[src/rtl/mc_control.sv]
// mc_control -- multi-cycle main control FSM for the MIPS-I core.
//
// Sequences the shared-memory datapath through fetch, decode, execute,
// memory and write-back. It stalls in FETCH, MEMRD and MEMWR until
// mem_ready is high. It supplies the 3-bit ALUOp consumed by the ALU
// control decoder.
//
// Ports:
//   clk          rising-edge clock
//   reset        synchronous, active-high reset (state -> RST)
//   opcode[5:0]  IR[31:26]; used in DECODE, MEMADR and EXEC_I
//   mem_ready    memory completes the current read/write this cycle
//   PCWrite, PCWriteCond, IorD, MemRead, MemWrite, MemtoReg, IRWrite,
//   RegWrite, RegDst, ALUSrcA
//                datapath strobes/selects
//   ALUSrcB[1:0] 00 rt, 01 const 4, 10 sign-ext imm, 11 imm<<2
//   PCSource[1:0] 00 ALU result, 01 ALUOut, 10 jump target
//   ALUOp[2:0]   000 use funct, 001 ADD, 010 AND
//   illegal_op   one-cycle pulse on an unsupported opcode
//   instr_done   one-cycle pulse in the final cycle of each instruction
//   state[3:0]   current state encoding (debug)
module mc_control (
    input  logic       clk,
    input  logic       reset,
    input  logic [5:0] opcode,
    input  logic       mem_ready,
    output logic       PCWrite,
    output logic       PCWriteCond,
    output logic       IorD,
    output logic       MemRead,
    output logic       MemWrite,
    output logic       MemtoReg,
    output logic       IRWrite,
    output logic       RegWrite,
    output logic       RegDst,
    output logic       ALUSrcA,
    output logic [1:0] ALUSrcB,
    output logic [1:0] PCSource,
    output logic [2:0] ALUOp,
    output logic       illegal_op,
    output logic       instr_done,
    output logic [3:0] state
);

    typedef enum logic [3:0] {
        S_RST     = 4'd0,
        S_FETCH   = 4'd1,
        S_DECODE  = 4'd2,
        S_MEMADR  = 4'd3,
        S_MEMRD   = 4'd4,
        S_MEMWB   = 4'd5,
        S_MEMWR   = 4'd6,
        S_EXEC_R  = 4'd7,
        S_RWB     = 4'd8,
        S_BRANCH  = 4'd9,
        S_JUMP    = 4'd10,
        S_EXEC_I  = 4'd11,
        S_IWB     = 4'd12,
        S_ILLEGAL = 4'd13
    } state_t;

    localparam logic [5:0] OP_RTYPE = 6'b000000;
    localparam logic [5:0] OP_LW    = 6'b100011;
    localparam logic [5:0] OP_SW    = 6'b101011;
    localparam logic [5:0] OP_BEQ   = 6'b000100;
    localparam logic [5:0] OP_J     = 6'b000010;
    localparam logic [5:0] OP_ADDI  = 6'b001000;
    localparam logic [5:0] OP_ANDI  = 6'b001100;

    state_t cur_state, next_state;

    always_ff @(posedge clk) begin
        if (reset)
            cur_state <= S_RST;
        else
            cur_state <= next_state;
    end

    assign state = cur_state;

    always_comb begin
        next_state  = S_FETCH;
        PCWrite     = 1'b0;
        PCWriteCond = 1'b0;
        IorD        = 1'b0;
        MemRead     = 1'b0;
        MemWrite    = 1'b0;
        MemtoReg    = 1'b0;
        IRWrite     = 1'b0;
        RegWrite    = 1'b0;
        RegDst      = 1'b0;
        ALUSrcA     = 1'b0;
        ALUSrcB     = 2'b00;
        PCSource    = 2'b00;
        ALUOp       = 3'b000;
        illegal_op  = 1'b0;
        instr_done  = 1'b0;

        case (cur_state)
            S_RST: next_state = S_FETCH;

            S_FETCH: begin
                MemRead = 1'b1;
                ALUSrcB = 2'b01;
                ALUOp   = 3'b001;
                // IR load and PC+4 commit only when the fetch completes.
                IRWrite = mem_ready;
                PCWrite = mem_ready;
                next_state = mem_ready ? S_DECODE : S_FETCH;
            end

            S_DECODE: begin
                ALUSrcB = 2'b11;
                ALUOp   = 3'b001;
                case (opcode)
                    OP_RTYPE:        next_state = S_EXEC_R;
                    OP_LW, OP_SW:    next_state = S_MEMADR;
                    OP_BEQ:          next_state = S_BRANCH;
                    OP_J:            next_state = S_JUMP;
                    OP_ADDI, OP_ANDI: next_state = S_EXEC_I;
                    default:         next_state = S_ILLEGAL;
                endcase
            end

            S_MEMADR: begin
                ALUSrcA = 1'b1;
                ALUSrcB = 2'b10;
                ALUOp   = 3'b001;
                next_state = (opcode == OP_SW) ? S_MEMWR : S_MEMRD;
            end

            S_MEMRD: begin
                MemRead = 1'b1;
                IorD    = 1'b1;
                next_state = mem_ready ? S_MEMWB : S_MEMRD;
            end

            S_MEMWB: begin
                RegWrite   = 1'b1;
                MemtoReg   = 1'b1;
                instr_done = 1'b1;
            end

            S_MEMWR: begin
                MemWrite   = 1'b1;
                IorD       = 1'b1;
                instr_done = mem_ready;
                next_state = mem_ready ? S_FETCH : S_MEMWR;
            end

            S_EXEC_R: begin
                ALUSrcA    = 1'b1;
                next_state = S_RWB;
            end

            S_RWB: begin
                RegWrite   = 1'b1;
                RegDst     = 1'b1;
                instr_done = 1'b1;
            end

            S_BRANCH: begin
                ALUSrcA     = 1'b1;
                ALUOp       = 3'b001;
                PCWriteCond = 1'b1;
                PCSource    = 2'b01;
                instr_done  = 1'b1;
            end

            S_JUMP: begin
                PCWrite    = 1'b1;
                PCSource   = 2'b10;
                instr_done = 1'b1;
            end

            S_EXEC_I: begin
                ALUSrcA    = 1'b1;
                ALUSrcB    = 2'b10;
                ALUOp      = (opcode == OP_ANDI) ? 3'b010 : 3'b001;
                next_state = S_IWB;
            end

            S_IWB: begin
                RegWrite   = 1'b1;
                instr_done = 1'b1;
            end

            S_ILLEGAL: begin
                illegal_op = 1'b1;
                instr_done = 1'b1;
            end

            // Unused encodings 14/15: outputs idle, recover to FETCH.
            default: next_state = S_FETCH;
        endcase
    end

endmodule

[config.mk]
export PLATFORM = sky130hd
export DESIGN_NAME = mc_control
export DESIGN_NICKNAME = d
export VERILOG_FILES = /design/src/rtl/mc_control.sv
export SDC_FILE = /design/constraint.sdc
export NUM_CORES = 1
export LEC_CHECK = 0
export ABC_AREA = 1
export BUFFER_PORTS_ARGS = -buffer_cell sky130_fd_sc_hd__buf_4
export CAP_MARGIN = 20
export CORE_UTILIZATION = 25
export CTS_CLUSTER_DIAMETER = 100
export DETAILED_ROUTE_END_ITERATION = 6
export HOLD_SLACK_MARGIN = 0.1
export MAX_ROUTING_LAYER = met4
export PLACE_DENSITY = 0.56
export SLEW_MARGIN = 5
export SYNTH_ARGS = -nofsm -noshare
export SYNTH_HDL_FRONTEND = slang
export SYNTH_SLANG_ARGS = --single-unit
[constraint.sdc]
create_clock -name clk -period 2.96 [get_ports clk]
set_clock_uncertainty 0.1 [all_clocks]
set_input_delay 0 -clock clk [delete_from_list [all_inputs] [get_ports clk]]
set_output_delay 0 -clock clk [all_outputs]
set_load 0.05 [all_outputs]
# [Yosys cells after proc, flatten, opt, wreduce, memory -nomap -nowiden]
# Index checks and enable logic that the tools add are counted.
[word_totals] ff_bits=4 latchBits=0 ram_bits=0 romBits=0 input_bits=9 out_inout_bits=23 word_cells=52 memories=0
[op_classes] addsub=0 n_mul=0 n_div=0 n_lt_le_gt_ge=0 eq_ne=19 n_shift=0 n_mux=22 bitwise_logic=0 n_reduce_logical=10
[op_table] cell="$pmux W4 S7" count=1
[op_table] cell="$eq A4 B4 Y1 const B" count=6
[op_table] cell="$pmux W4 S5" count=1
[op_table] cell="$eq A4 B3 Y1 const B" count=4
[op_table] cell="$eq A6 B4 Y1 const B" count=2
[op_table] cell="$eq A6 B6 Y1 const B" count=2
[op_table] cell="$mux W1" count=11
[op_table] cell="$reduce_or A2 Y1" count=5
[op_table] cell="$eq A4 B2 Y1 const B" count=2
[op_table] cell="$pmux W2 S2" count=2
[op_table] cell="$reduce_or A4 Y1" count=2
[op_table] cell="$eq A6 B2 Y1 const B" count=1
[op_table] cell="$eq A6 B3 Y1 const B" count=1
[op_table] cell="$logic_not A6 Y1" count=1
[op_table] cell="$mux W2" count=3
[op_table] cell="$pmux W2 S3" count=1
[op_table] cell="$reduce_or A6 Y1" count=1
[op_table] cell="$eq A4 B1 Y1 const B" count=1
[op_table] cell="$pmux W1 S2" count=2
[op_table] cell="$mux W3" count=1
[op_table] cell="$reduce_or A3 Y1" count=1

# [Depth between registers and ports, before layout]
# Gate-level depths: netlist of the first run.
[depth] word_depth=4 mapped_depth=9 ltp_nobuf=9

# [Worst setup path after synthesis of the first run]
# Ideal clock, no wire load.
[synth_path] kind="register -> output" from="register cur_state[3], in the netlist state[3]" to="output port ALUOp[0]" arrival_ps=2405 t_required_ps=2860 slack_ps=455 path_stages_with_launch=7 n_path_buf=0 path_cell_list="dfxtp_1 > inv_1 > nor2_1 > inv_1 > nor2_1 > a21oi_1 > o21ai_0"
[synth_between] elab_chain_cells=3 word_cells_on_any_way=7 classes_between="eq/ne (5); mux (1); reduce/logical (1)"
[synth_rtl] element="from (decl)" line_no="70" source="state_t cur_state, next_state;"
[synth_rtl] element="from (signal assigned)" line_no="76" source="cur_state <= next_state;"
[synth_rtl] element="$eq A4 B2 Y1 (tied with other cells)" line_no="99" source="case (cur_state)"
[synth_rtl] element="$reduce_or A4 Y1 (no line)"
[synth_rtl] element="$pmux W2 S2 (*)" line_no="99"
[synth_rtl] element="to (decl)" line_no="39" source="output logic [2:0] ALUOp,"
# Mark *: on every way between the ends. The rest lies on a longest branch, timed or not.

# [Final worst setup path of the first run]
[layout_path] from="register cur_state[3], in the netlist state[3]" to="register cur_state[2], in the netlist state[2]"
[layout_between] elab_chain_cells=2 word_cells_on_any_way=8 classes_between="eq/ne (7); mux (1)"
[layout_rtl] element="$eq A4 B4 Y1 (tied with other cells)" line_no="99"
[layout_rtl] element="$pmux W4 S7 (*)" line_no="99"
# Marked as above.
# A chain may end at the register's enable or synchronous reset.

==> impl_results.html, run 1 <==
<table>
<tr><th>Metric</th><th>Value</th></tr>
<tr><th colspan="2">Timing</th></tr>
<tr><td>Number of endpoints failing setup at the final stage</td><td>0</td></tr>
<tr><td>Summed negative setup slack over all endpoints</td><td>0 ps</td></tr>
<tr><td>Number of hold violations in the final report</td><td>0</td></tr>
<tr><td>Period utilization</td><td>63.3%</td></tr>
<tr><td>Peak Freq</td><td>0.534 GHz</td></tr>
<tr><td>Unrepaired setup endpoints after global routing</td><td>no</td></tr>
<tr><td>Count of final max-slew check failures</td><td>0</td></tr>
<tr><td>Shortest clock period the worst path allows after layout</td><td>1870 ps</td></tr>
<tr><td>Hold slack</td><td>177 ps</td></tr>
<tr><td>Crit path setup slack, layout</td><td>1090 ps</td></tr>
<tr><th colspan="2">Setup path</th></tr>
<tr><td>Slowest cell on the critical path</td><td>sky130_fd_sc_hd__dlygate4sd3_1</td></tr>
<tr><td>Crit path required time</td><td>2970 ps</td></tr>
<tr><td>Stage delay of the slowest cell on the critical path</td><td>550 ps</td></tr>
<tr><td>Gate family responsible for the most delay along the worst path</td><td>buffers and inverters</td></tr>
<tr><td>Worst path bufs/invs</td><td>3</td></tr>
<tr><td>Critical path, cell by cell</td><td>inv_1 &gt; nand2_2 &gt; inv_1 &gt; nand2_1 &gt; o21ai_0 &gt; a21oi_1 &gt; a21oi_1 &gt; dlygate4sd3_1</td></tr>
<tr><td>Type of the worst setup path</td><td>register to register</td></tr>
<tr><td>Arrival time of the worst setup path</td><td>1890 ps</td></tr>
<tr><td>Critical path peak fanout</td><td>4</td></tr>
<tr><td>Critical Path End Type</td><td>register</td></tr>
<tr><td>Type of origin of the critical path</td><td>register</td></tr>
<tr><th colspan="2">Yosys</th></tr>
<tr><td>Most frequent cell after synthesis</td><td>sky130_fd_sc_hd__nor2_1</td></tr>
<tr><td>Ys flop type</td><td>sky130_fd_sc_hd__dfxtp_1</td></tr>
<tr><td>Post-synthesis async set-or-reset flop share</td><td>0%</td></tr>
<tr><td>Post-Synth XOR/XNOR Area</td><td>0%</td></tr>
<tr><td>Area leader, netlist</td><td>sky130_fd_sc_hd__nor2_1</td></tr>
<tr><td>Yosys warning total</td><td>0</td></tr>
<tr><td>Count of cell types in the netlist</td><td>18</td></tr>
<tr><td>Main combinational cell family by area after synthesis</td><td>simple AND/OR/NAND/NOR gates</td></tr>
<tr><td>Synthesized area per cell</td><td>5.13 um^2</td></tr>
<tr><td>Area share of the largest cell type after synthesis</td><td>18.8%</td></tr>
<tr><td>Most frequent cells after synthesis</td><td>25 x sky130_fd_sc_hd__nor2_1, 19 x sky130_fd_sc_hd__nand2_1, 15 x sky130_fd_sc_hd__inv_1, 7 x sky130_fd_sc_hd__o21ai_0</td></tr>
<tr><td>Adder-Cell Fraction of Synth Area</td><td>0%</td></tr>
<tr><td>Number of instances in the synthesized netlist</td><td>97</td></tr>
<tr><td>Area fraction in and, or, nand and nor cells after synthesis</td><td>51.8%</td></tr>
<tr><td>Fraction of the mapped netlist area in compound gates</td><td>16.3%</td></tr>
<tr><td>Syn_nets</td><td>106</td></tr>
<tr><td>Leading post-synthesis cells by cell area</td><td>sky130_fd_sc_hd__nor2_1 19%, sky130_fd_sc_hd__dfxtp_1 16%, sky130_fd_sc_hd__nand2_1 14%</td></tr>
<tr><td>Number of flip-flops and latches in the synthesized netlist</td><td>4</td></tr>
<tr><td>Cell Area, Synth</td><td>498 um^2</td></tr>
<tr><td>Register area share after synthesis</td><td>16.1%</td></tr>
<tr><td>Post-synthesis mux area share</td><td>0%</td></tr>
<tr><td>Number of enable-type register cells in the synthesized netlist</td><td>0</td></tr>
<tr><th colspan="2">Clock network</th></tr>
<tr><td>Number of buffers inserted by hold repair at cts</td><td>4</td></tr>
<tr><td>Clock latency of the later-clocked register in the worst-skew pair</td><td>230 ps</td></tr>
<tr><td>Setup Fix Bufs, Post-CTS</td><td>0</td></tr>
<tr><td>Buffer levels on the longest clock path</td><td>2</td></tr>
<tr><td>TritonCTS clock tree</td><td>yes</td></tr>
<tr><td>Gates resized, CTS repair</td><td>0</td></tr>
<tr><td>Cts bufs inserted</td><td>3</td></tr>
<tr><td>Cell at the root of the clock tree</td><td>sky130_fd_sc_hd__clkbuf_4</td></tr>
<tr><td>Clock transition at the register clock pins on the worst setup and hold paths after CTS</td><td>40 ps</td></tr>
<tr><td>Number of clock sinks seen by CTS</td><td>4</td></tr>
<tr><td>Depth of the CTS H-tree</td><td>1</td></tr>
<tr><th colspan="2">Worst hold path</th></tr>
<tr><td>Path type of the worst min-delay path</td><td>primary input to register</td></tr>
<tr><th colspan="2">Power</th></tr>
<tr><td>Total power divided by cell area</td><td>447 nW/um^2</td></tr>
<tr><td>Tot Pwr</td><td>0.359 mW</td></tr>
<tr><td>Reported leakage power</td><td>0.445 nW</td></tr>
<tr><td>Peak supply drop</td><td>0.293 mV</td></tr>
<tr><th colspan="2">Placed design</th></tr>
<tr><td>Last weighted congestion value of the routability-driven placer</td><td>0.762</td></tr>
<tr><td>Dpl cells</td><td>150</td></tr>
<tr><td>Port Buffer Count</td><td>30</td></tr>
<tr><td>Worst setup timing slack at the placement stage</td><td>1520 ps</td></tr>
<tr><td>DP Wirelength</td><td>1.23 mm</td></tr>
<tr><td>Cell area after placement</td><td>739 um^2</td></tr>
<tr><th colspan="2">Layout</th></tr>
<tr><td>Relative area change from synthesis to final layout</td><td>61.1%</td></tr>
<tr><td>NumNets Final</td><td>143</td></tr>
<tr><td>Number of flip-flops in the largest register</td><td>4</td></tr>
<tr><td>Layout cell share with drive strength beyond 1</td><td>31.1%</td></tr>
<tr><td>Number of standard cells in the final layout excluding fillers</td><td>157</td></tr>
<tr><td>Number of diodes</td><td>0</td></tr>
<tr><td>Cell area after layout</td><td>802 um^2</td></tr>
<tr><td>End-of-flow core utilization</td><td>44.5%</td></tr>
<tr><th colspan="2">Floorplanning</th></tr>
<tr><td>Placeable core region</td><td>1800 um^2</td></tr>
<tr><td>Total Die Area</td><td>2170 um^2</td></tr>
<tr><td>Row cnt</td><td>15</td></tr>
<tr><td>Initial core utilization</td><td>27.6%</td></tr>
<tr><td>Die W</td><td>46.6 um</td></tr>
<tr><td>Die height</td><td>46.6 um</td></tr>
<tr><td>Number of primary I/O pins</td><td>32</td></tr>
<tr><th colspan="2">Route</th></tr>
<tr><td>Initial detailed-routing violation count</td><td>10</td></tr>
<tr><td>DRT antenna net count</td><td>0</td></tr>
<tr><td>Wire length per cell after detailed routing</td><td>9.83 um</td></tr>
<tr><td>Via density per instance</td><td>4.42</td></tr>
<tr><td>Via total after detailed routing</td><td>694</td></tr>
<tr><td>Number of remaining DRC errors</td><td>0</td></tr>
<tr><td>Number of iterations in the first detailed-routing pass</td><td>4</td></tr>
<tr><td>Drt total wl</td><td>1.54 mm</td></tr>
<tr><th colspan="2">Global routing</th></tr>
<tr><td>Pin count of the biggest net entering global routing</td><td>8</td></tr>
<tr><td>Wire length of the first global-routing pass</td><td>2.63 mm</td></tr>
<tr><td>Number of global-route vias before repair</td><td>639</td></tr>
<tr><td>GRT Total Usage</td><td>17.3%</td></tr>
<tr><td>Antenna violations before repair</td><td>0</td></tr>
<tr><td>Remaining global-route overflow</td><td>0</td></tr>
<tr><th colspan="2">Job</th></tr>
<tr><td>Number of max-cap violations</td><td>0</td></tr>
<tr><th colspan="2">Status</th></tr>
<tr><td>Result of the run</td><td>finished, final reports clean</td></tr>
</table>
==> power breakdown <==
group / internal (mW) / total [mW] / leakage [nW] / switching [mW]
combinational: 0.0656 / 0.223 / 0.399 / 0.158
sequential: 0.0597 / 0.0694 / 0.0328 / 0.00976
clock: 0.0452 / 0.0657 / 0.0138 / 0.0205
total: 0.171 / 0.359 / 0.445 / 0.188
==> final cells by class <==
| cell class | count | area, um^2 |
|---|---|---|
| clock buffers | 3 | 22.5 |
| multi-input cells | 75 | 343 |
| fillers | 210 | 1000 |
| flip-flops and latches | 4 | 80.1 |
| inverters | 16 | 60.1 |
| repair buffers | 34 | 265 |
| well taps | 25 | 31.3 |
==> placed cells by master (no fill, tap or decap) <==
cell,netlist,layout
sky130_fd_sc_hd__nor2_4,1,1
sky130_fd_sc_hd__inv_2,1,1
sky130_fd_sc_hd__nor2_2,2,2
sky130_fd_sc_hd__inv_1,15,15
sky130_fd_sc_hd__nor2_1,25,25
sky130_fd_sc_hd__conb_1,1,1
sky130_fd_sc_hd__buf_4,2,30
sky130_fd_sc_hd__clkbuf_4,0,3
sky130_fd_sc_hd__nand2_1,19,19
sky130_fd_sc_hd__nand4_1,1,1
sky130_fd_sc_hd__dfxtp_1,4,4
sky130_fd_sc_hd__nand2_2,3,3
sky130_fd_sc_hd__nand3_1,6,6
sky130_fd_sc_hd__o21ba_2,1,1
sky130_fd_sc_hd__o21ai_0,7,7
sky130_fd_sc_hd__nand3b_1,1,1
sky130_fd_sc_hd__o22ai_1,1,1
sky130_fd_sc_hd__dlygate4sd3_1,0,4
sky130_fd_sc_hd__or3_1,1,1
sky130_fd_sc_hd__a21oi_1,6,6
==> cell families after synthesis <==
logic type	count (synthesis)
compound gates	15
other cells	1
simple gates	59
flops	4
buf+inv	18
==> routing by layer <==
layer	vias to the layer above	track usage (%)	part of all wire, %
met5	-	-	0
met4	0	6.86	1.0
met3	2	3.53	4.7
met2	19	24.4	45
met1	297	23.8	50
li1	376	-	-
==> worst paths after layout <==
kind              cells past startpoint  slack (ps)       end      start
setup / recovery                      8        1090  state[2]   state[3]
setup reg to reg                      8        1090  state[2]   state[3]
hold / removal                        6         180  state[3]  opcode[2]
hold reg to reg                       4         640  state[1]   state[1]
==> worst reg2reg max path: cells and delay by family (launching register included) <==
kind | cells | cell delay (ps)
AOI/OAI and AO/OA | 3 | 300
DFF | 1 | 420
buffers and inverters | 3 | 740
and+or+nand+nor | 2 | 190
No activity file was read; power rests on OpenSTA's default activity.
==> run 2, diff against run 1 <==
--- a/config.mk
+++ b/config.mk
@@ -13,7 +13,7 @@
 export DETAILED_ROUTE_END_ITERATION = 6
 export HOLD_SLACK_MARGIN = 0.1
 export MAX_ROUTING_LAYER = met4
-export PLACE_DENSITY = 0.56
+export PLACE_DENSITY = 0.58
 export SLEW_MARGIN = 5
 export SYNTH_ARGS = -nofsm -noshare
 export SYNTH_HDL_FRONTEND = slang
==> constraint.sdc (replaced) <==
create_clock -name clk -period 1.68 [get_ports clk]
set_clock_uncertainty 0.1 [all_clocks]
set_input_delay 0 -clock clk [delete_from_list [all_inputs] [get_ports clk]]
set_output_delay 0 -clock clk [all_outputs]
set_load 0.05 [all_outputs]
==> run 2 against run 1 <==
Net effect:
- non-clock buffer count decreased by 1
- clock power increased by 100%
- first-iteration DRC count increased by 100%
- critical endpoint is now ALUSrcA
==> impl_results.html, run 2 (synthesized netlist as in run 1, its figures left out) <==
<table>
<tr><th>Metric</th><th>Value</th></tr>
<tr><th colspan="2">Timing</th></tr>
<tr><td>Crit path setup slack, layout</td><td>92.6 ps</td></tr>
<tr><td>Period utilization</td><td>94.5%</td></tr>
<tr><td>Number of hold violations in the final report</td><td>0</td></tr>
<tr><td>Count of final max-slew check failures</td><td>0</td></tr>
<tr><td>Unrepaired setup endpoints after global routing</td><td>no</td></tr>
<tr><td>Shortest clock period the worst path allows after layout</td><td>1590 ps</td></tr>
<tr><td>Summed negative setup slack over all endpoints</td><td>0 ps</td></tr>
<tr><td>Number of endpoints failing setup at the final stage</td><td>0</td></tr>
<tr><td>Peak Freq</td><td>0.630 GHz</td></tr>
<tr><th colspan="2">Floorplanning</th></tr>
<tr><td>Placeable core region</td><td>1800 um^2</td></tr>
<tr><td>Row cnt</td><td>15</td></tr>
<tr><td>Initial core utilization</td><td>27.6%</td></tr>
<tr><td>Die height</td><td>46.6 um</td></tr>
<tr><td>Die W</td><td>46.6 um</td></tr>
<tr><td>Number of primary I/O pins</td><td>32</td></tr>
<tr><td>Total Die Area</td><td>2170 um^2</td></tr>
<tr><th colspan="2">Placed design</th></tr>
<tr><td>Worst setup timing slack at the placement stage</td><td>293 ps</td></tr>
<tr><td>Last weighted congestion value of the routability-driven placer</td><td>0.863</td></tr>
<tr><td>DP Wirelength</td><td>1.31 mm</td></tr>
<tr><td>Port Buffer Count</td><td>30</td></tr>
<tr><th colspan="2">Power</th></tr>
<tr><td>Clock network power share</td><td>19.7%</td></tr>
<tr><td>Part of the power in combinational logic</td><td>61.7%</td></tr>
<tr><td>Sequential power share</td><td>18.5%</td></tr>
<tr><td>Reported leakage power</td><td>0.445 nW</td></tr>
<tr><td>Share of total power consumed by net switching</td><td>53.8%</td></tr>
<tr><td>Tot Pwr</td><td>0.667 mW</td></tr>
<tr><td>Peak supply drop</td><td>0.530 mV</td></tr>
<tr><td>Total power divided by cell area</td><td>794 nW/um^2</td></tr>
<tr><td>Switch Pwr</td><td>0.359 mW</td></tr>
<tr><td>Cell-internal power</td><td>0.308 mW</td></tr>
<tr><th colspan="2">Route</th></tr>
<tr><td>Via total after detailed routing</td><td>708</td></tr>
<tr><td>Number of remaining DRC errors</td><td>0</td></tr>
<tr><td>Number of iterations in the first detailed-routing pass</td><td>4</td></tr>
<tr><td>Initial detailed-routing violation count</td><td>20</td></tr>
<tr><td>DRT antenna net count</td><td>0</td></tr>
<tr><td>Drt total wl</td><td>1.58 mm</td></tr>
<tr><td>Wire length per cell after detailed routing</td><td>10.1 um</td></tr>
<tr><td>Via density per instance</td><td>4.54</td></tr>
<tr><th colspan="2">Setup path</th></tr>
<tr><td>Stage delay of the slowest cell on the critical path</td><td>390 ps</td></tr>
<tr><td>Type of the worst setup path</td><td>register to output pin</td></tr>
<tr><td>Critical Path End Type</td><td>output pin</td></tr>
<tr><td>Crit path required time</td><td>1580 ps</td></tr>
<tr><td>Gate family responsible for the most delay along the worst path</td><td>simple AND/OR/NAND/NOR gates</td></tr>
<tr><td>Critical path peak fanout</td><td>6</td></tr>
<tr><td>Slowest cell on the critical path</td><td>sky130_fd_sc_hd__dfxtp_2</td></tr>
<tr><td>Type of origin of the critical path</td><td>register</td></tr>
<tr><td>Worst path bufs/invs</td><td>2</td></tr>
<tr><td>Arrival time of the worst setup path</td><td>1490 ps</td></tr>
<tr><td>Critical path, cell by cell</td><td>nor2_2 &gt; inv_1 &gt; nor2_1 &gt; or3_4 &gt; buf_4</td></tr>
<tr><th colspan="2">Clock network</th></tr>
<tr><td>Cts bufs inserted</td><td>3</td></tr>
<tr><td>Buffer levels on the longest clock path</td><td>2</td></tr>
<tr><td>Cell at the root of the clock tree</td><td>sky130_fd_sc_hd__clkbuf_4</td></tr>
<tr><td>TritonCTS clock tree</td><td>yes</td></tr>
<tr><td>Clock latency of the later-clocked register in the worst-skew pair</td><td>250 ps</td></tr>
<tr><td>Depth of the CTS H-tree</td><td>1</td></tr>
<tr><td>Number of clock sinks seen by CTS</td><td>4</td></tr>
<tr><td>Clock transition at the register clock pins on the worst setup and hold paths after CTS</td><td>40 ps</td></tr>
<tr><td>Setup Fix Bufs, Post-CTS</td><td>0</td></tr>
<tr><th colspan="2">Global routing</th></tr>
<tr><td>GRT Total Usage</td><td>17.2%</td></tr>
<tr><td>Antenna violations before repair</td><td>0</td></tr>
<tr><td>Number of global-route vias before repair</td><td>632</td></tr>
<tr><td>Remaining global-route overflow</td><td>0</td></tr>
<tr><td>Wire length of the first global-routing pass</td><td>2.59 mm</td></tr>
<tr><td>Pin count of the biggest net entering global routing</td><td>8</td></tr>
<tr><th colspan="2">Layout</th></tr>
<tr><td>Relative area change from synthesis to final layout</td><td>68.6%</td></tr>
<tr><td>Most common cell after layout, fill and taps aside</td><td>sky130_fd_sc_hd__buf_4</td></tr>
<tr><td>NumNets Final</td><td>142</td></tr>
<tr><td>Layout cell share with drive strength beyond 1</td><td>42.7%</td></tr>
<tr><td>Fillers</td><td>205</td></tr>
<tr><td>Number of diodes</td><td>0</td></tr>
<tr><td>Most used cells in the layout excluding fill and tap cells</td><td>30 x sky130_fd_sc_hd__buf_4, 22 x sky130_fd_sc_hd__nor2_1, 19 x sky130_fd_sc_hd__nand2_1</td></tr>
<tr><td>Number of flip-flops in the largest register</td><td>4</td></tr>
<tr><td>End-of-flow core utilization</td><td>46.6%</td></tr>
<tr><th colspan="2">Worst hold path</th></tr>
<tr><td>Path type of the worst min-delay path</td><td>primary input to register</td></tr>
<tr><th colspan="2">Status</th></tr>
<tr><td>Result of the run</td><td>finished, final reports clean</td></tr>
<tr><th colspan="2">Job</th></tr>
<tr><td>Number of max-cap violations</td><td>0</td></tr>
</table>
==> run 2: cell types whose count changed in the layout (fill, tap and decap cells not counted), sizes merged <==
cell | previous run | this run
dlygate4sd3 | 4 | 3
==> run 2: per-stage QoR <==
| step | instance area [um^2] | hold slack [ps] | cells |
|---|---|---|---|
| global route | 840 | 228 | 156 |
| CTS | 828 | 157 | 156 |
| floorplan | 534 | -38.3 | 97 |
| finish | 840 | 146 | 156 |
| detailed placement | 776 | 83.7 | 150 |
| global placement | 776 | 87.8 | 150 |
==> run 2: power groups by stage <==
stage	Sequential (mW)	Combinational, mW	Clock [mW]
floorplan	0.154	0.258	0
global placement	0.124	0.406	0
detailed placement	0.124	0.404	0
CTS	0.123	0.412	0.132
global route	0.126	0.440	0.137
finish	0.124	0.412	0.132
==> run 2: final timing paths <==
kind,end,startpoint,depth (start not counted),slack (ps)
max,ALUSrcA,state[2],5,90
min,state[0],opcode[0],7,150
max reg2reg,state[1],state[1],7,330
min reg2reg,state[2],state[0],3,560
==> run 2: layer usage <==
| metal | global-route usage, % | routed length [um] | share of wire [%] | vias up |
|---|---|---|---|---|
| met4 | 3.43 | 10 | 0.63 | 0 |
| met5 | - | 0 | 0 | - |
| met1 | 22.8 | 769 | 49 | 305 |
| li1 | - | - | - | 374 |
| met3 | 5.88 | 120 | 7.6 | 2 |
| met2 | 25.3 | 680 | 43 | 27 |
==> run 2: worst register-to-register path: cells and delay by family, from the launching register on <==
family | cells | cell delay, ps
and+or+nand+nor | 5 | 600
AOI/OAI and AO/OA | 1 | 130
DFF | 1 | 330
buffers and inverters | 1 | 120
==> run 2: final cells by class <==
type	count	area, um^2	area share, %
flip-flops and latches	4	85.1	10.1
multi-input cells	75	385	45.9
clock buffers	3	22.5	2.68
inverters	16	60.1	7.15
well taps	25	31.3	3.73
repair buffers	33	255	30.4
==> run 2: what timing repair did <==
action | in CTS | in global routing
gates resized for setup | 0 | 5
hold endpoints to repair | 4 | 0
setup endpoints to repair | 0 | 4
hold buffers | 3 | 0
==> run 3, diff against run 2 <==
--- a/config.mk
+++ b/config.mk
@@ -14,6 +14,7 @@
 export HOLD_SLACK_MARGIN = 0.1
 export MAX_ROUTING_LAYER = met4
 export PLACE_DENSITY = 0.58
+export REMOVE_ABC_BUFFERS = 1
 export SLEW_MARGIN = 5
 export SYNTH_ARGS = -nofsm -noshare
 export SYNTH_HDL_FRONTEND = slang
==> run 3 against run 2 <==
Net effect:
- die area stayed put
- fmax up 1.0%
- critical path type unchanged
- total power decreased by 4.5%
- sequential power about the same
- routed wire length shrank 2.9%
- final cell count unchanged
- first-iteration DRC count decreased by 50%
- hold slack improved by 15 ps
- critical path depth increased by 1
- largest power group unchanged
- sequential share of layout area rose by 0.51 points
- register-to-register slack is essentially flat
==> impl_results.html, run 3 (synthesized netlist as in run 1, its figures left out) <==
<table>
<tr><th>Metric</th><th>Value</th></tr>
<tr><th colspan="2">Status</th></tr>
<tr><td>Result of the run</td><td>finished, final reports clean</td></tr>
<tr><th colspan="2">Layout</th></tr>
<tr><td>Layout cell share with drive strength beyond 1</td><td>35.9%</td></tr>
<tr><td>Most common cell after layout, fill and taps aside</td><td>sky130_fd_sc_hd__buf_4</td></tr>
<tr><td>Most used cells in the layout excluding fill and tap cells</td><td>30 x sky130_fd_sc_hd__buf_4, 24 x sky130_fd_sc_hd__nor2_1, 19 x sky130_fd_sc_hd__nand2_1</td></tr>
<tr><td>Number of flip-flops in the largest register</td><td>4</td></tr>
<tr><td>Number of diodes</td><td>0</td></tr>
<tr><td>Number of standard cells in the final layout excluding fillers</td><td>156</td></tr>
<tr><td>Cell area after layout</td><td>800 um^2</td></tr>
<tr><td>Fillers</td><td>210</td></tr>
<tr><td>Relative area change from synthesis to final layout</td><td>60.6%</td></tr>
<tr><td>NumNets Final</td><td>142</td></tr>
<tr><th colspan="2">Setup path</th></tr>
<tr><td>Slowest cell on the critical path</td><td>sky130_fd_sc_hd__dfxtp_2</td></tr>
<tr><td>Stage delay of the slowest cell on the critical path</td><td>330 ps</td></tr>
<tr><td>Worst path bufs/invs</td><td>3</td></tr>
<tr><td>Cell depth of the worst flop-to-flop path</td><td>6</td></tr>
<tr><td>Worst reg-to-reg setup slack</td><td>340 ps</td></tr>
<tr><td>Arrival time of the worst setup path</td><td>1470 ps</td></tr>
<tr><td>End of the worst register-to-register path</td><td>state[3]</td></tr>
<tr><td>Critical path, cell by cell</td><td>inv_1 &gt; nor2_1 &gt; inv_1 &gt; a21oi_1 &gt; or3_1 &gt; buf_4</td></tr>
<tr><td>Type of origin of the critical path</td><td>register</td></tr>
<tr><td>Type of the worst setup path</td><td>register to output pin</td></tr>
<tr><td>Reg-to-reg startpoint</td><td>state[2]</td></tr>
<tr><td>Gate family responsible for the most delay along the worst path</td><td>buffers and inverters</td></tr>
<tr><td>Critical path depth in cells</td><td>6</td></tr>
<tr><td>Top cell by count, worst path</td><td>sky130_fd_sc_hd__inv_1</td></tr>
<tr><td>Crit path required time</td><td>1580 ps</td></tr>
<tr><td>Critical Path End Type</td><td>output pin</td></tr>
<tr><td>Critical path peak fanout</td><td>4</td></tr>
<tr><th colspan="2">Power</th></tr>
<tr><td>Cell-internal power</td><td>0.301 mW</td></tr>
<tr><td>Share of total power consumed by net switching</td><td>52.7%</td></tr>
<tr><td>Sequential power share</td><td>19.4%</td></tr>
<tr><td>Part of the power in combinational logic</td><td>61.7%</td></tr>
<tr><td>Clock network power share</td><td>18.9%</td></tr>
<tr><td>Reported leakage power</td><td>0.438 nW</td></tr>
<tr><td>Tot Pwr</td><td>0.637 mW</td></tr>
<tr><td>Switch Pwr</td><td>0.336 mW</td></tr>
<tr><td>Total power divided by cell area</td><td>796 nW/um^2</td></tr>
<tr><td>Peak supply drop</td><td>0.305 mV</td></tr>
<tr><th colspan="2">Worst hold path</th></tr>
<tr><td>Path type of the worst min-delay path</td><td>primary input to register</td></tr>
<tr><td>Worst-case hold path end point</td><td>state[1]</td></tr>
<tr><td>Source of the worst hold timing path</td><td>opcode[4]</td></tr>
<tr><td>Hold path cells</td><td>6</td></tr>
<tr><th colspan="2">Timing</th></tr>
<tr><td>Crit path setup slack, layout</td><td>109 ps</td></tr>
<tr><td>Unrepaired setup endpoints after global routing</td><td>no</td></tr>
<tr><td>Summed negative setup slack over all endpoints</td><td>0 ps</td></tr>
<tr><td>Number of hold violations in the final report</td><td>0</td></tr>
<tr><td>Number of endpoints failing setup at the final stage</td><td>0</td></tr>
<tr><td>Count of final max-slew check failures</td><td>0</td></tr>
<tr><td>Shortest clock period the worst path allows after layout</td><td>1570 ps</td></tr>
<tr><td>Peak Freq</td><td>0.636 GHz</td></tr>
<tr><td>Period utilization</td><td>93.5%</td></tr>
<tr><th colspan="2">Clock network</th></tr>
<tr><td>Cts bufs inserted</td><td>3</td></tr>
<tr><td>Clock latency of the later-clocked register in the worst-skew pair</td><td>230 ps</td></tr>
<tr><td>Clock transition at the register clock pins on the worst setup and hold paths after CTS</td><td>40 ps</td></tr>
<tr><td>Depth of the CTS H-tree</td><td>1</td></tr>
<tr><td>Number of clock sinks seen by CTS</td><td>4</td></tr>
<tr><td>TritonCTS clock tree</td><td>yes</td></tr>
<tr><td>Buffer levels on the longest clock path</td><td>2</td></tr>
<tr><td>Cell at the root of the clock tree</td><td>sky130_fd_sc_hd__clkbuf_4</td></tr>
<tr><th colspan="2">Job</th></tr>
<tr><td>Number of max-cap violations</td><td>0</td></tr>
<tr><th colspan="2">Placed design</th></tr>
<tr><td>Worst setup timing slack at the placement stage</td><td>283 ps</td></tr>
<tr><td>Port Buffer Count</td><td>30</td></tr>
<tr><td>Dpl cells</td><td>150</td></tr>
<tr><td>Cell area after placement</td><td>739 um^2</td></tr>
<tr><td>DP Wirelength</td><td>1.30 mm</td></tr>
<tr><td>Last weighted congestion value of the routability-driven placer</td><td>0.837</td></tr>
<tr><th colspan="2">Global routing</th></tr>
<tr><td>GRT Total Usage</td><td>16.6%</td></tr>
<tr><td>Remaining global-route overflow</td><td>0</td></tr>
<tr><td>Wire length of the first global-routing pass</td><td>2.48 mm</td></tr>
<tr><td>Number of global-route vias before repair</td><td>602</td></tr>
<tr><td>Pin count of the biggest net entering global routing</td><td>8</td></tr>
<tr><td>Antenna violations before repair</td><td>0</td></tr>
<tr><th colspan="2">Route</th></tr>
<tr><td>Wire length per cell after detailed routing</td><td>9.83 um</td></tr>
<tr><td>Drt total wl</td><td>1.53 mm</td></tr>
<tr><td>Initial detailed-routing violation count</td><td>10</td></tr>
<tr><td>Via total after detailed routing</td><td>678</td></tr>
<tr><td>Number of iterations in the first detailed-routing pass</td><td>5</td></tr>
<tr><td>Via density per instance</td><td>4.35</td></tr>
<tr><td>Number of remaining DRC errors</td><td>0</td></tr>
<tr><td>DRT antenna net count</td><td>0</td></tr>
<tr><th colspan="2">Floorplanning</th></tr>
<tr><td>Die height</td><td>46.6 um</td></tr>
<tr><td>Number of primary I/O pins</td><td>32</td></tr>
<tr><td>Row cnt</td><td>15</td></tr>
<tr><td>Placeable core region</td><td>1800 um^2</td></tr>
<tr><td>Total Die Area</td><td>2170 um^2</td></tr>
<tr><td>Initial core utilization</td><td>27.6%</td></tr>
<tr><td>Die W</td><td>46.6 um</td></tr>
</table>
## run 3: final cells by class
type	count	area, um^2	area share [%]
Tap cell	25	31.3	3.91
Sequential cell	4	85.1	10.6
Timing Repair Buffer	33	255	31.9
Multi-Input combinational cell	75	345	43.2
Inverter	16	60.1	7.51
Clock buffer	3	22.5	2.82
## run 3: metal layers
metal	vias up	wire length [um]	share of wire [%]	global-route usage, %
met2	15	751	49	25.6
met3	0	56	3.7	3.92
met1	294	724	47	20.6
met4	0	0	0	6.86
li1	369	-	-	-
met5	-	0	0	-
## run 3: power groups by stage
stage | registers (mW) | logic (mW) | clock network [mW]
after global placement | 0.124 | 0.387 | 0
after CTS | 0.121 | 0.392 | 0.127
after floorplan | 0.152 | 0.240 | 0
after global routing | 0.125 | 0.419 | 0.138
final | 0.123 | 0.393 | 0.121
after detailed placement | 0.123 | 0.386 | 0
## run 3: worst max path at each step
stage,startpoint,end,slack (ps)
CTS,state[1],ALUSrcA,30
finish,state[3],ALUSrcA,110
global route,state[3],instr_done,40
global placement,state[1],ALUSrcA,220
floorplan,state[3],ALUOp[0],-1410
detailed placement,state[1],ALUSrcA,280
## run 3: tightest hold or removal path, delay by kind of cell
family	cells	cell delay, ps
buffers and inverters	1	80
and+or+nand+nor	4	290
AOI/OAI and AO/OA	1	70
## run 3: repair_timing
item,4_1_cts,5_1_grt
resized for setup,0,6
endpoints found under the hold margin,4,0
buffers inserted,0,0
hold buffers,3,0
endpoints found under the setup margin,0,3
## run 3: metrics by stage
stage | util (%) | hold WS [ps]
final | 44.4 | 160
after global routing | 44.4 | 186
after CTS | 44.0 | 149
after detailed placement | 41.0 | 86.6
after global placement | 41.0 | 87.1
after floorplan | - | -30.9
